`src/rtl/spi_ram_arb_pkg.sv`:
```
// Shared widths and types for the SPI / modem frame-RAM arbiter.
// Used by spi_ram_arbiter and spi_ram_arb_rdret.
package spi_ram_arb_pkg;

    localparam int ADDR_W = 10;
    localparam int DATA_W = 8;

    typedef enum logic [1:0] {
        OWN_IDLE = 2'd0,
        OWN_SPI  = 2'd1,
        OWN_MDM  = 2'd2
    } owner_e;

    typedef struct packed {
        logic              en;
        logic              we;
        logic [ADDR_W-1:0] addr;
        logic [DATA_W-1:0] wdata;
    } ram_cmd_t;

endpackage

```
`src/rtl/spi_ram_arb_rdret.sv`:
```
// Read-return path: delays the {owner, read} tag by one cycle to line up
// with the RAM output, then captures and steers the data to its requester.
module spi_ram_arb_rdret
    import spi_ram_arb_pkg::*;
(
    input  logic              clk_i,
    input  logic              rst_ni,
    input  logic [1:0]        owner_i,
    input  logic              rd_i,
    input  logic [DATA_W-1:0] ram_rdata_i,
    output logic [DATA_W-1:0] spi_rdata_o,
    output logic              mdm_rvalid_o,
    output logic [DATA_W-1:0] mdm_rdata_o
);

    owner_e            tag_owner_q, tag_owner_d;
    logic              tag_rd_q, tag_rd_d;
    logic [DATA_W-1:0] spi_rdata_q, spi_rdata_d;
    logic [DATA_W-1:0] mdm_rdata_q, mdm_rdata_d;
    logic              mdm_rvalid_q, mdm_rvalid_d;

    always_comb begin
        tag_owner_d  = owner_e'(owner_i);
        tag_rd_d     = rd_i;
        spi_rdata_d  = spi_rdata_q;
        mdm_rdata_d  = mdm_rdata_q;
        mdm_rvalid_d = 1'b0;
        // The tag describes the command the RAM answered last cycle.
        if (tag_rd_q) begin
            case (tag_owner_q)
                OWN_SPI: spi_rdata_d = ram_rdata_i;
                OWN_MDM: begin
                    mdm_rdata_d  = ram_rdata_i;
                    mdm_rvalid_d = 1'b1;
                end
                default: ;
            endcase
        end
    end

    always_ff @(posedge clk_i or negedge rst_ni) begin
        if (!rst_ni) begin
            tag_owner_q  <= OWN_IDLE;
            tag_rd_q     <= 1'b0;
            spi_rdata_q  <= '0;
            mdm_rdata_q  <= '0;
            mdm_rvalid_q <= 1'b0;
        end else begin
            tag_owner_q  <= tag_owner_d;
            tag_rd_q     <= tag_rd_d;
            spi_rdata_q  <= spi_rdata_d;
            mdm_rdata_q  <= mdm_rdata_d;
            mdm_rvalid_q <= mdm_rvalid_d;
        end
    end

    assign spi_rdata_o  = spi_rdata_q;
    assign mdm_rvalid_o = mdm_rvalid_q;
    assign mdm_rdata_o  = mdm_rdata_q;

endmodule

```
`src/rtl/spi_ram_arbiter.sv`:
```
// Single-port frame-RAM arbiter: SPI strobes always win, modem uses req/gnt.
// Optional conflict statistics enabled by defining SPI_RAM_ARB_STATS_EN.
module spi_ram_arbiter
    import spi_ram_arb_pkg::*;
(
    input  logic              i_sys_clk,
    input  logic              i_rst_n,
    input  logic              i_spi_wr,
    input  logic              i_spi_rd,
    input  logic [ADDR_W-1:0] i_spi_addr,
    input  logic [DATA_W-1:0] i_spi_wdata,
    output logic [DATA_W-1:0] o_spi_rdata,
    input  logic              i_mdm_req,
    input  logic              i_mdm_we,
    input  logic [ADDR_W-1:0] i_mdm_addr,
    input  logic [DATA_W-1:0] i_mdm_wdata,
    output logic              o_mdm_gnt,
    output logic              o_mdm_rvalid,
    output logic [DATA_W-1:0] o_mdm_rdata,
`ifdef SPI_RAM_ARB_STATS_EN
    input  logic              i_stats_clr,
    output logic [15:0]       o_conflict_cnt,
`endif
    output logic              o_ram_en,
    output logic              o_ram_we,
    output logic [ADDR_W-1:0] o_ram_addr,
    output logic [DATA_W-1:0] o_ram_wdata,
    input  logic [DATA_W-1:0] i_ram_rdata
);

    // Handshake: the modem holds req/we/addr/wdata stable until a cycle in
    // which o_mdm_gnt=1; that cycle is the transfer and the command issues.
    logic     spi_strobe;
    owner_e   owner_q, owner_d;
    ram_cmd_t cmd_q, cmd_d;

    assign spi_strobe = i_spi_wr | i_spi_rd;
    assign o_mdm_gnt  = i_mdm_req & ~spi_strobe;

    // owner_q names whoever owns the command currently on o_ram_*.
    always_comb begin
        owner_d = OWN_IDLE;
        cmd_d   = '0;
        if (spi_strobe) begin
            owner_d     = OWN_SPI;
            cmd_d.en    = 1'b1;
            cmd_d.we    = i_spi_wr;
            cmd_d.addr  = i_spi_addr;
            cmd_d.wdata = i_spi_wdata;
        end else if (i_mdm_req) begin
            owner_d     = OWN_MDM;
            cmd_d.en    = 1'b1;
            cmd_d.we    = i_mdm_we;
            cmd_d.addr  = i_mdm_addr;
            cmd_d.wdata = i_mdm_wdata;
        end
    end

    always_ff @(posedge i_sys_clk or negedge i_rst_n) begin
        if (!i_rst_n) begin
            owner_q <= OWN_IDLE;
            cmd_q   <= '0;
        end else begin
            owner_q <= owner_d;
            cmd_q   <= cmd_d;
        end
    end

    assign o_ram_en    = cmd_q.en;
    assign o_ram_we    = cmd_q.we;
    assign o_ram_addr  = cmd_q.addr;
    assign o_ram_wdata = cmd_q.wdata;

    spi_ram_arb_rdret u_rdret (
        .clk_i        (i_sys_clk),
        .rst_ni       (i_rst_n),
        .owner_i      (owner_q),
        .rd_i         (cmd_q.en & ~cmd_q.we),
        .ram_rdata_i  (i_ram_rdata),
        .spi_rdata_o  (o_spi_rdata),
        .mdm_rvalid_o (o_mdm_rvalid),
        .mdm_rdata_o  (o_mdm_rdata)
    );

`ifdef SPI_RAM_ARB_STATS_EN
    logic [15:0] conflict_cnt_q, conflict_cnt_d;

    always_comb begin
        conflict_cnt_d = conflict_cnt_q;
        if (i_stats_clr) begin
            conflict_cnt_d = '0;
        end else if (i_mdm_req && !o_mdm_gnt && (conflict_cnt_q != 16'hFFFF)) begin
            conflict_cnt_d = conflict_cnt_q + 16'd1;
        end
    end

    always_ff @(posedge i_sys_clk or negedge i_rst_n) begin
        if (!i_rst_n) begin
            conflict_cnt_q <= '0;
        end else begin
            conflict_cnt_q <= conflict_cnt_d;
        end
    end

    assign o_conflict_cnt = conflict_cnt_q;
`endif

endmodule

```
`config.mk`:
```
export PLATFORM = sky130hd
export DESIGN_NAME = spi_ram_arbiter
export DESIGN_NICKNAME = d
export VERILOG_FILES = /design/src/rtl/spi_ram_arb_pkg.sv /design/src/rtl/spi_ram_arb_rdret.sv /design/src/rtl/spi_ram_arbiter.sv
export SDC_FILE = /design/constraint.sdc
export NUM_CORES = 1
export LEC_CHECK = 0
export CAP_MARGIN = 20
export CORE_ASPECT_RATIO = 2
export CORE_MARGIN = 5
export CORE_UTILIZATION = 41
export CTS_CLUSTER_DIAMETER = 80
export CTS_CLUSTER_SIZE = 28
export DETAILED_ROUTE_END_ITERATION = 10
export HOLD_SLACK_MARGIN = 0.15
export PLACE_DENSITY = 0.87
export SYNTH_ARGS = -nofsm -noshare
export SYNTH_HDL_FRONTEND = slang
export SYNTH_HIERARCHICAL = 1
export SYNTH_SLANG_ARGS = --single-unit
```
`constraint.sdc`:
```
create_clock -name i_sys_clk -period 2.5 [get_ports i_sys_clk]
set_clock_uncertainty 0.2 [all_clocks]
set_input_delay 0.5 -clock i_sys_clk [delete_from_list [all_inputs] [get_ports i_sys_clk]]
set_output_delay 0.5 -clock i_sys_clk [all_outputs]
set_load 0.03 [all_outputs]
```
Word level (Yosys, flattened, before mapping) --
Cells that the tools add are included.
Word-level totals: memory bits (writable) 0, word-level logic and storage cells 25, bits in read-only memories 0, memories kept 0, output and inout port bits 38, flip-flop bits (word level) 42, latch bits 0
Cells by class: shifts and indexed selects 0, divide/modulo/power cells 0, multipliers 0, reductions and logical operators 2, equal/unequal tests 2, magnitude comparators 0, muxes and demuxes 6, bitwise logic cells 5, $add $sub $neg 0
Operators with widths (number):
- $mux W20 | 2
- $mux W2 | 2
- $reduce_and A2 Y1 | 2
- $and A1 B1 Y1 | 2
- $eq A2 B1 Y1 const B | 1
- $eq A2 B2 Y1 const B | 1
- $mux W1 | 2
- $not A1 Y1 | 2
- $or A1 B1 Y1 | 1

Depth between registers and ports, before layout --
Gate-level depths: netlist of the first run.
depth in word-level cells 3, gate-level depth with buffers 3, depth with buffers taken out 2

Hierarchy --
Netlist of the first run, hierarchy kept.
Modules (own cells, without submodules):
- spi_ram_arbiter | instances 1, area an instance 887.1 sq um, cells each 91
- spi_ram_arb_rdret | instances 1, area an instance 724.4 sq um, cells each 39

Worst setup path after synthesis of the first run --
Ideal clock, no wire load.
path kind input port to output port, start point input i_spi_rd, end point output o_mdm_gnt, required time 1800 ps, path buffers 1, stages 3, path slack 498 ps, arrival 1302 ps, cell sequence or2_4 > buf_6 > nor2_1
Between the ends: cells in the longest elaborated chain, start to end 3
RTL lines:
- start, declared | line spi_ram_arbiter.sv:9 | input logic i_spi_rd,
- $or A1 B1 Y1 | line spi_ram_arbiter.sv:37 | assign spi_strobe = i_spi_wr | i_spi_rd;
- via spi_strobe | line spi_ram_arbiter.sv:33 | logic spi_strobe;
- $not A1 Y1 | line spi_ram_arbiter.sv:38 | assign o_mdm_gnt = i_mdm_req & ~spi_strobe;
- $and A1 B1 Y1 | line spi_ram_arbiter.sv:38
- end, declared | line spi_ram_arbiter.sv:17 | output logic o_mdm_gnt,
The timed path passes the listed nets, and every way through them passes these cells.

Worst setup path in the final report of the first run --
start point input i_spi_rd, end point output o_mdm_gnt
Between the ends: cells in the longest elaborated chain, start to end 3
RTL lines (line):
- $or A1 B1 Y1 | spi_ram_arbiter.sv:37
- $not A1 Y1 | spi_ram_arbiter.sv:38
- $and A1 B1 Y1 | spi_ram_arbiter.sv:38
No other way between the ends.

==> impl_metrics.tcl, run 1 <==
set metrics [dict create \
    hp-class "flip-flop to flip-flop" \
    cts_tree "built" \
    synthAdderAreaFrac_pct 0 \
    fin_tns_setup_ns 0 \
    cp.required_ns 1.80 \
    antenna_found_initial 0 \
    yosys.area_share.simple_pct 8.230 \
    synthesis.nets 180 \
    cts_sinks 42 \
    seq_area_frac_synth_pct 65.22 \
    grt_use_total_pct 16.54 \
    grt_max_degree 21 \
    grt_pass1_vias 1385 \
    first_pass_iters 4 \
    leakage_nw 1.128 \
    remaining_drc_errors 0 \
    hold_viol 0 \
    min_path_cells 0 \
    start_util_pct 41.93 \
    routabilityCongestion 0.7655 \
    r2r_setup_slack_ns 1.21 \
    period_share_pct 88.81 \
    crit_type "input pin to output port" \
    synth_compound_area_share_pct 11.72 \
    fmax_mhz 450.4 \
    synth_xor_area_share_pct 0 \
    cts_buffers 5 \
    slew_headroom_pct 76.26 \
    cts_buffer_depth 2 \
    nNetsFinal 273 \
    rr_startpoint "u_rdret/tag_owner_q[0]" \
    hold_path.startpoint "owner_q[0]" \
    n_antenna_cell 0 \
    grt_first_pass_wirelength_um 6196 \
    portBuffers 87 \
    synth_warnings 6 \
    die_h_um 98.66 \
    die_w_um 54.33 \
    detail_route.iter0.violations 22 \
    synth_top_family_by_area "compound AO/OA/AOI/OAI gates" \
    worstPathArrival_ns 1.52 \
    min_period_ns 2.220 \
    max_slew.worst_pin.slew_ns 0.3550 \
    grt.overflow.total 0 \
    area_growth_pct 63.82 \
    place_hpwl_um 3401 \
    syn_inst 130 \
    synth_seq_cells 42 \
    h-tree-depth 2 \
    ctsResizeCount 0 \
    dieArea_um2 5360 \
    cap_violations 0 \
    synth_cell_types 16 \
    fp.coreArea_um2 3844 \
    powerDensity_nw_per_um2 665.0 \
    r2r_end "u_rdret/mdm_rdata_o[2]" \
    min_to "u_rdret/tag_owner_q[0]" \
    finalPower_w 0.001756 \
    via_count 1358 \
    r2r_cells 2 \
    cts_root_buffer "clkbuf_8" \
    row_count 32 \
    endpoint_kind "output port" \
    wire_per_inst_um 15.23 \
    setup_violations 0 \
    synth.avg_cell_area_um2 12.40 \
    muxShareOfSynthArea_pct 11.18 \
    slew_violations 0 \
    cp-start-kind "input pin" \
    status "complete, no violations" \
    ant_nets 0 \
    pin_count 88 \
    crit_fanout 2 \
    rsz0062_at_grt "no" \
    clk_pin_slew_worst_paths_ns 0.09 \
    synth_area_um2 1612 \
    via_per_inst 4.938 \
    peakVddDrop_mv 0.6071 \
    clk_latency_ns 0.29 \
    fin_hold_ws_ns 0.1613 \
    post-route-util_pct 68.68 \
    drive_above_1_share_pct 16.07 \
    totalWireLength_um 4187 \
]
layer usage:
metal,track usage (%),up-vias,wire (um)
met4,10.56,0,204
met2,32.13,55,2529
li1,-,624,-
met1,12.09,665,1189
met3,4.690,14,264
met5,0,-,0
report_power, final:
part           switching, W  leakage, nW  total, W  internal (W)
Clock              0.000240       0.0447  0.000441      0.000201
Sequential        0.0000346        0.499  0.000792      0.000758
Combinational      0.000266        0.585  0.000522      0.000256
Total              0.000541         1.13   0.00176       0.00122
logic make-up after synthesis:
family	after synthesis
buf+inv	11
compound gates	37
mux	16
simple gates	24
flops	42
how the worst max path moves through the flow:
stage,slack [ns],depth (start not counted),end,from
global route,0.21,4,o_mdm_gnt,i_spi_rd
global placement,0.31,4,o_mdm_gnt,i_spi_rd
detailed placement,0.25,4,o_mdm_gnt,i_spi_rd
floorplan,0.50,3,o_mdm_gnt,i_spi_rd
CTS,0.25,4,o_mdm_gnt,i_spi_rd
finish,0.28,4,o_mdm_gnt,i_spi_rd
critical path, stage by stage:
cell and delay, ns:
clkdlybuf4s50_1 0.42, or2_4 0.25, nor2_1 0.15, buf_4 0.20
synth_stat cells:
cell	count	share of area, %
inv_1	3	0.70
nor2b_1	1	0.39
nand3b_4	2	2.5
nand2_1	18	4.2
clkbuf_2	1	0.31
buf_6	2	1.4
clkbuf_1	4	0.93
buf_2	1	0.31
dfrtp_1	42	65
o21ai_1	18	5.6
or2_4	1	0.54
a31o_2	1	0.54
or3_1	1	0.39
mux2_2	16	11
nor2_1	1	0.23
o21ai_0	18	5.6
registers in the layout (all words and copies together) (netlist names):
name	flops
u_rdret/spi_rdata_o	8
o_ram_we	1
owner_q	2
u_rdret/tag_rd_q	1
o_ram_wdata	8
u_rdret/tag_owner_q	2
o_ram_addr	10
u_rdret/mdm_rvalid_o	1
u_rdret/mdm_rdata_o	8
o_ram_en	1
final cells by class:
| class | instances | area [um^2] |
|---|---|---|
| fillers | 306 | 1204 |
| flip-flops and latches | 42 | 1051 |
| repair buffers | 94 | 918.4 |
| multi-input cells | 77 | 501.7 |
| clock buffers | 5 | 68.82 |
| well taps | 51 | 63.81 |
| clock inverters | 3 | 25.02 |
| inverters | 3 | 11.26 |
layout by cell type, fill, tap and decap left out:
cell / instances
or2_4: 1
buf_4: 7
buf_2: 1
nor2b_1: 1
clkdlybuf4s50_1: 85
inv_1: 3
nor2_1: 1
dlygate4sd3_1: 1
inv_6: 1
mux2_2: 16
clkinvlp_4: 1
dfrtp_1: 42
clkinv_4: 1
nand3b_4: 2
o21ai_1: 18
a31o_2: 1
nand2_1: 18
or3_1: 1
clkbuf_8: 5
o21ai_0: 18
repair_timing:
action / CTS / global route
setup buffers: 0 / 0
hold buffers: 1 / 0
hold endpoints to repair: 42 / 0
through the flow:
step / cells / instance area (um^2) / setup slack (ns)
4_1_cts: 275 / 2640 / 0.2507
3_3_place_gp: 266 / 2536 / 0.3099
2_1_floorplan: 130 / 1612 / 0.4975
5_1_grt: 275 / 2640 / 0.2083
6_report: 275 / 2640 / 0.2797
3_5_place_dp: 266 / 2536 / 0.2513
(Power assumes the default switching activity.)
==> inputs of run 2 (changes only) <==
--- a/config.mk
+++ b/config.mk
@@ -12,7 +12,6 @@
 export CTS_CLUSTER_DIAMETER = 80
 export CTS_CLUSTER_SIZE = 28
 export DETAILED_ROUTE_END_ITERATION = 10
-export HOLD_SLACK_MARGIN = 0.15
 export PLACE_DENSITY = 0.87
 export SYNTH_ARGS = -nofsm -noshare
 export SYNTH_HDL_FRONTEND = slang
==> results of run 2 <==
No change in the layout: final DEF, timing and power equal those of run 1.
==> inputs of run 3 (changes only) <==
--- a/config.mk
+++ b/config.mk
@@ -7,11 +7,11 @@
 export LEC_CHECK = 0
 export CAP_MARGIN = 20
 export CORE_ASPECT_RATIO = 2
-export CORE_MARGIN = 5
 export CORE_UTILIZATION = 41
 export CTS_CLUSTER_DIAMETER = 80
 export CTS_CLUSTER_SIZE = 28
 export DETAILED_ROUTE_END_ITERATION = 10
+export MAX_ROUTING_LAYER = met4
 export PLACE_DENSITY = 0.87
 export SYNTH_ARGS = -nofsm -noshare
 export SYNTH_HDL_FRONTEND = slang
==> run 3 against run 2 <==
Against the previous run: register-to-register slack worse by 0.03 ns; largest cell class unchanged; combinational power is 1% lower; critical endpoint unchanged; hold slack worse by 0.037 ns.
==> impl_metrics.tcl, run 3 (same netlist as run 1, synthesis figures left out) <==
set metrics [dict create \
    fin_tns_setup_ns 0 \
    cts_buffer_depth 2 \
    totalWireLength_um 3688 \
    cts_tree "built" \
    die_h_um 90.66 \
    pin_count 88 \
    via_count 1281 \
    grt_pass1_vias 1310 \
    h-tree-depth 2 \
    crit_chain "clkdlybuf4s50_1 -> or2_4 -> nor2_1 -> buf_4" \
    fp.coreArea_um2 3685 \
    grt_first_pass_wirelength_um 5940 \
    n_antenna_cell 0 \
    slew_violations 0 \
    endpoint_kind "output port" \
    drt-met1-wl_um 1164 \
    wl_met2_um 2187 \
    setup_violations 0 \
    crit_type "input pin to output port" \
    cts_root_buffer "clkbuf_8" \
    clk_latency_ns 0.28 \
    r2r_setup_slack_ns 1.18 \
    slew_headroom_pct 42.78 \
    powerDensity_nw_per_um2 653.4 \
    hold_viol 0 \
    detail_route.iter0.violations 13 \
    holdBufCountCts 0 \
    crit_slowest_cell "clkdlybuf4s50_1" \
    start_util_pct 43.74 \
    largest_reg_flops 10 \
    met3WireLength_um 271 \
    drive_above_1_share_pct 14.09 \
    min_period_ns 2.179 \
    cp.required_ns 1.80 \
    first_pass_iters 4 \
    place_hpwl_um 3036 \
    hp-class "input pin to asynchronous set/reset pin" \
    routabilityCongestion 0.7196 \
    via_per_inst 4.762 \
    max_slew.worst_pin.slew_ns 0.8584 \
    die_w_um 46.33 \
    portBuffers 87 \
    final_cell_mix "clkdlybuf4s50_1 (85), dfrtp_1 (42), nand2_1 (18), o21ai_0 (18), o21ai_1 (18)" \
    nNetsFinal 270 \
    clk_pin_slew_worst_paths_ns 0.07 \
    worstPathArrival_ns 1.48 \
    cts_sinks 42 \
    cap_violations 0 \
    peakVddDrop_mv 0.4728 \
    place_area_um2 2519 \
    leakage_nw 1.108 \
    row_count 31 \
    ant_nets 0 \
    top_layer_used "met4" \
    cts_buffers 5 \
    fin_area_um2 2595 \
    layout_commonest_cell "clkdlybuf4s50_1" \
    nFillCells 267 \
    postCtsSetupBuffers 0 \
    wire_per_inst_um 13.71 \
    grt_max_degree 43 \
    dieArea_um2 4200 \
    grt.overflow.total 0 \
    rsz0062_at_grt "no" \
    grt_use_total_pct 19.99 \
    slowest_delay_ns 0.42 \
    area_growth_pct 61.02 \
    remaining_drc_errors 0 \
    status "complete, no violations" \
    crit_fanout 2 \
    fmax_mhz 458.9 \
    cp-start-kind "input pin" \
    ctsResizeCount 0 \
    period_share_pct 87.17 \
    antenna_found_initial 0 \
]
## run 3: changes by cell type in the layout (fill, tap and decap cells not counted)
cell | before | now
buf_4 | 7 | 5
clkbuf_1 | 0 | 2
clkinv_4 | 1 | 0
clkinvlp_4 | 1 | 0
dlygate4sd3_1 | 1 | 0
inv_6 | 1 | 0
## run 3: layer usage
| layer | global-route usage (%) | vias to the layer above |
|---|---|---|
| met5 | - | - |
| met4 | 6.618 | 0 |
| met3 | 5.200 | 5 |
| met2 | 36.23 | 73 |
| met1 | 18.42 | 589 |
| li1 | - | 614 |
## run 3: power by group
part           internal [W]  total (W)  switching, W
clock              0.000192   0.000384      0.000192
combinational      0.000253   0.000517      0.000264
sequential         0.000759   0.000795     0.0000358
total               0.00120    0.00170      0.000492
## run 3: worst paths after layout
kind,startpoint,cells after the start,to
worst min register to register,owner_q[0],0,u_rdret/tag_owner_q[0]
min in group i_sys_clk,owner_q[0],0,u_rdret/tag_owner_q[0]
worst max-delay path,i_spi_rd,4,o_mdm_gnt
worst max register to register,u_rdret/tag_owner_q[0],2,u_rdret/mdm_rdata_o[2]
max in group asynchronous,i_rst_n,1,u_rdret/tag_rd_q
worst min-delay path,i_rst_n,1,u_rdret/spi_rdata_o[0]
## run 3: cell type report
class / instances / area [um^2] / share of cell area, %
Sequential cell: 42 / 1051 / 40.50
Timing Repair Buffer: 91 / 893.4 / 34.43
Multi-Input combinational cell: 77 / 501.7 / 19.33
Clock buffer: 7 / 76.32 / 2.941
Tap cell: 49 / 61.31 / 2.363
Inverter: 3 / 11.26 / 0.4339
## run 3: stage by stage
stage	total power, W	instances	utilization [%]	worst slack (ns)	hold WS (ns)
floorplan	0.001058	130	-	0.4975	0.004409
global placement	0.001312	262	68.35	0.3364	0.1323
detailed placement	0.001330	262	68.35	0.3154	0.1465
CTS	0.001714	269	70.42	0.3076	0.1527
global route	0.001784	269	70.42	0.2602	0.1714
finish	0.001696	269	70.42	0.3208	0.1244
## run 3: critical path: cells and delay by family
kind	cells	cell delay (ns)
simple gates	2	0.38
buf+inv	2	0.60
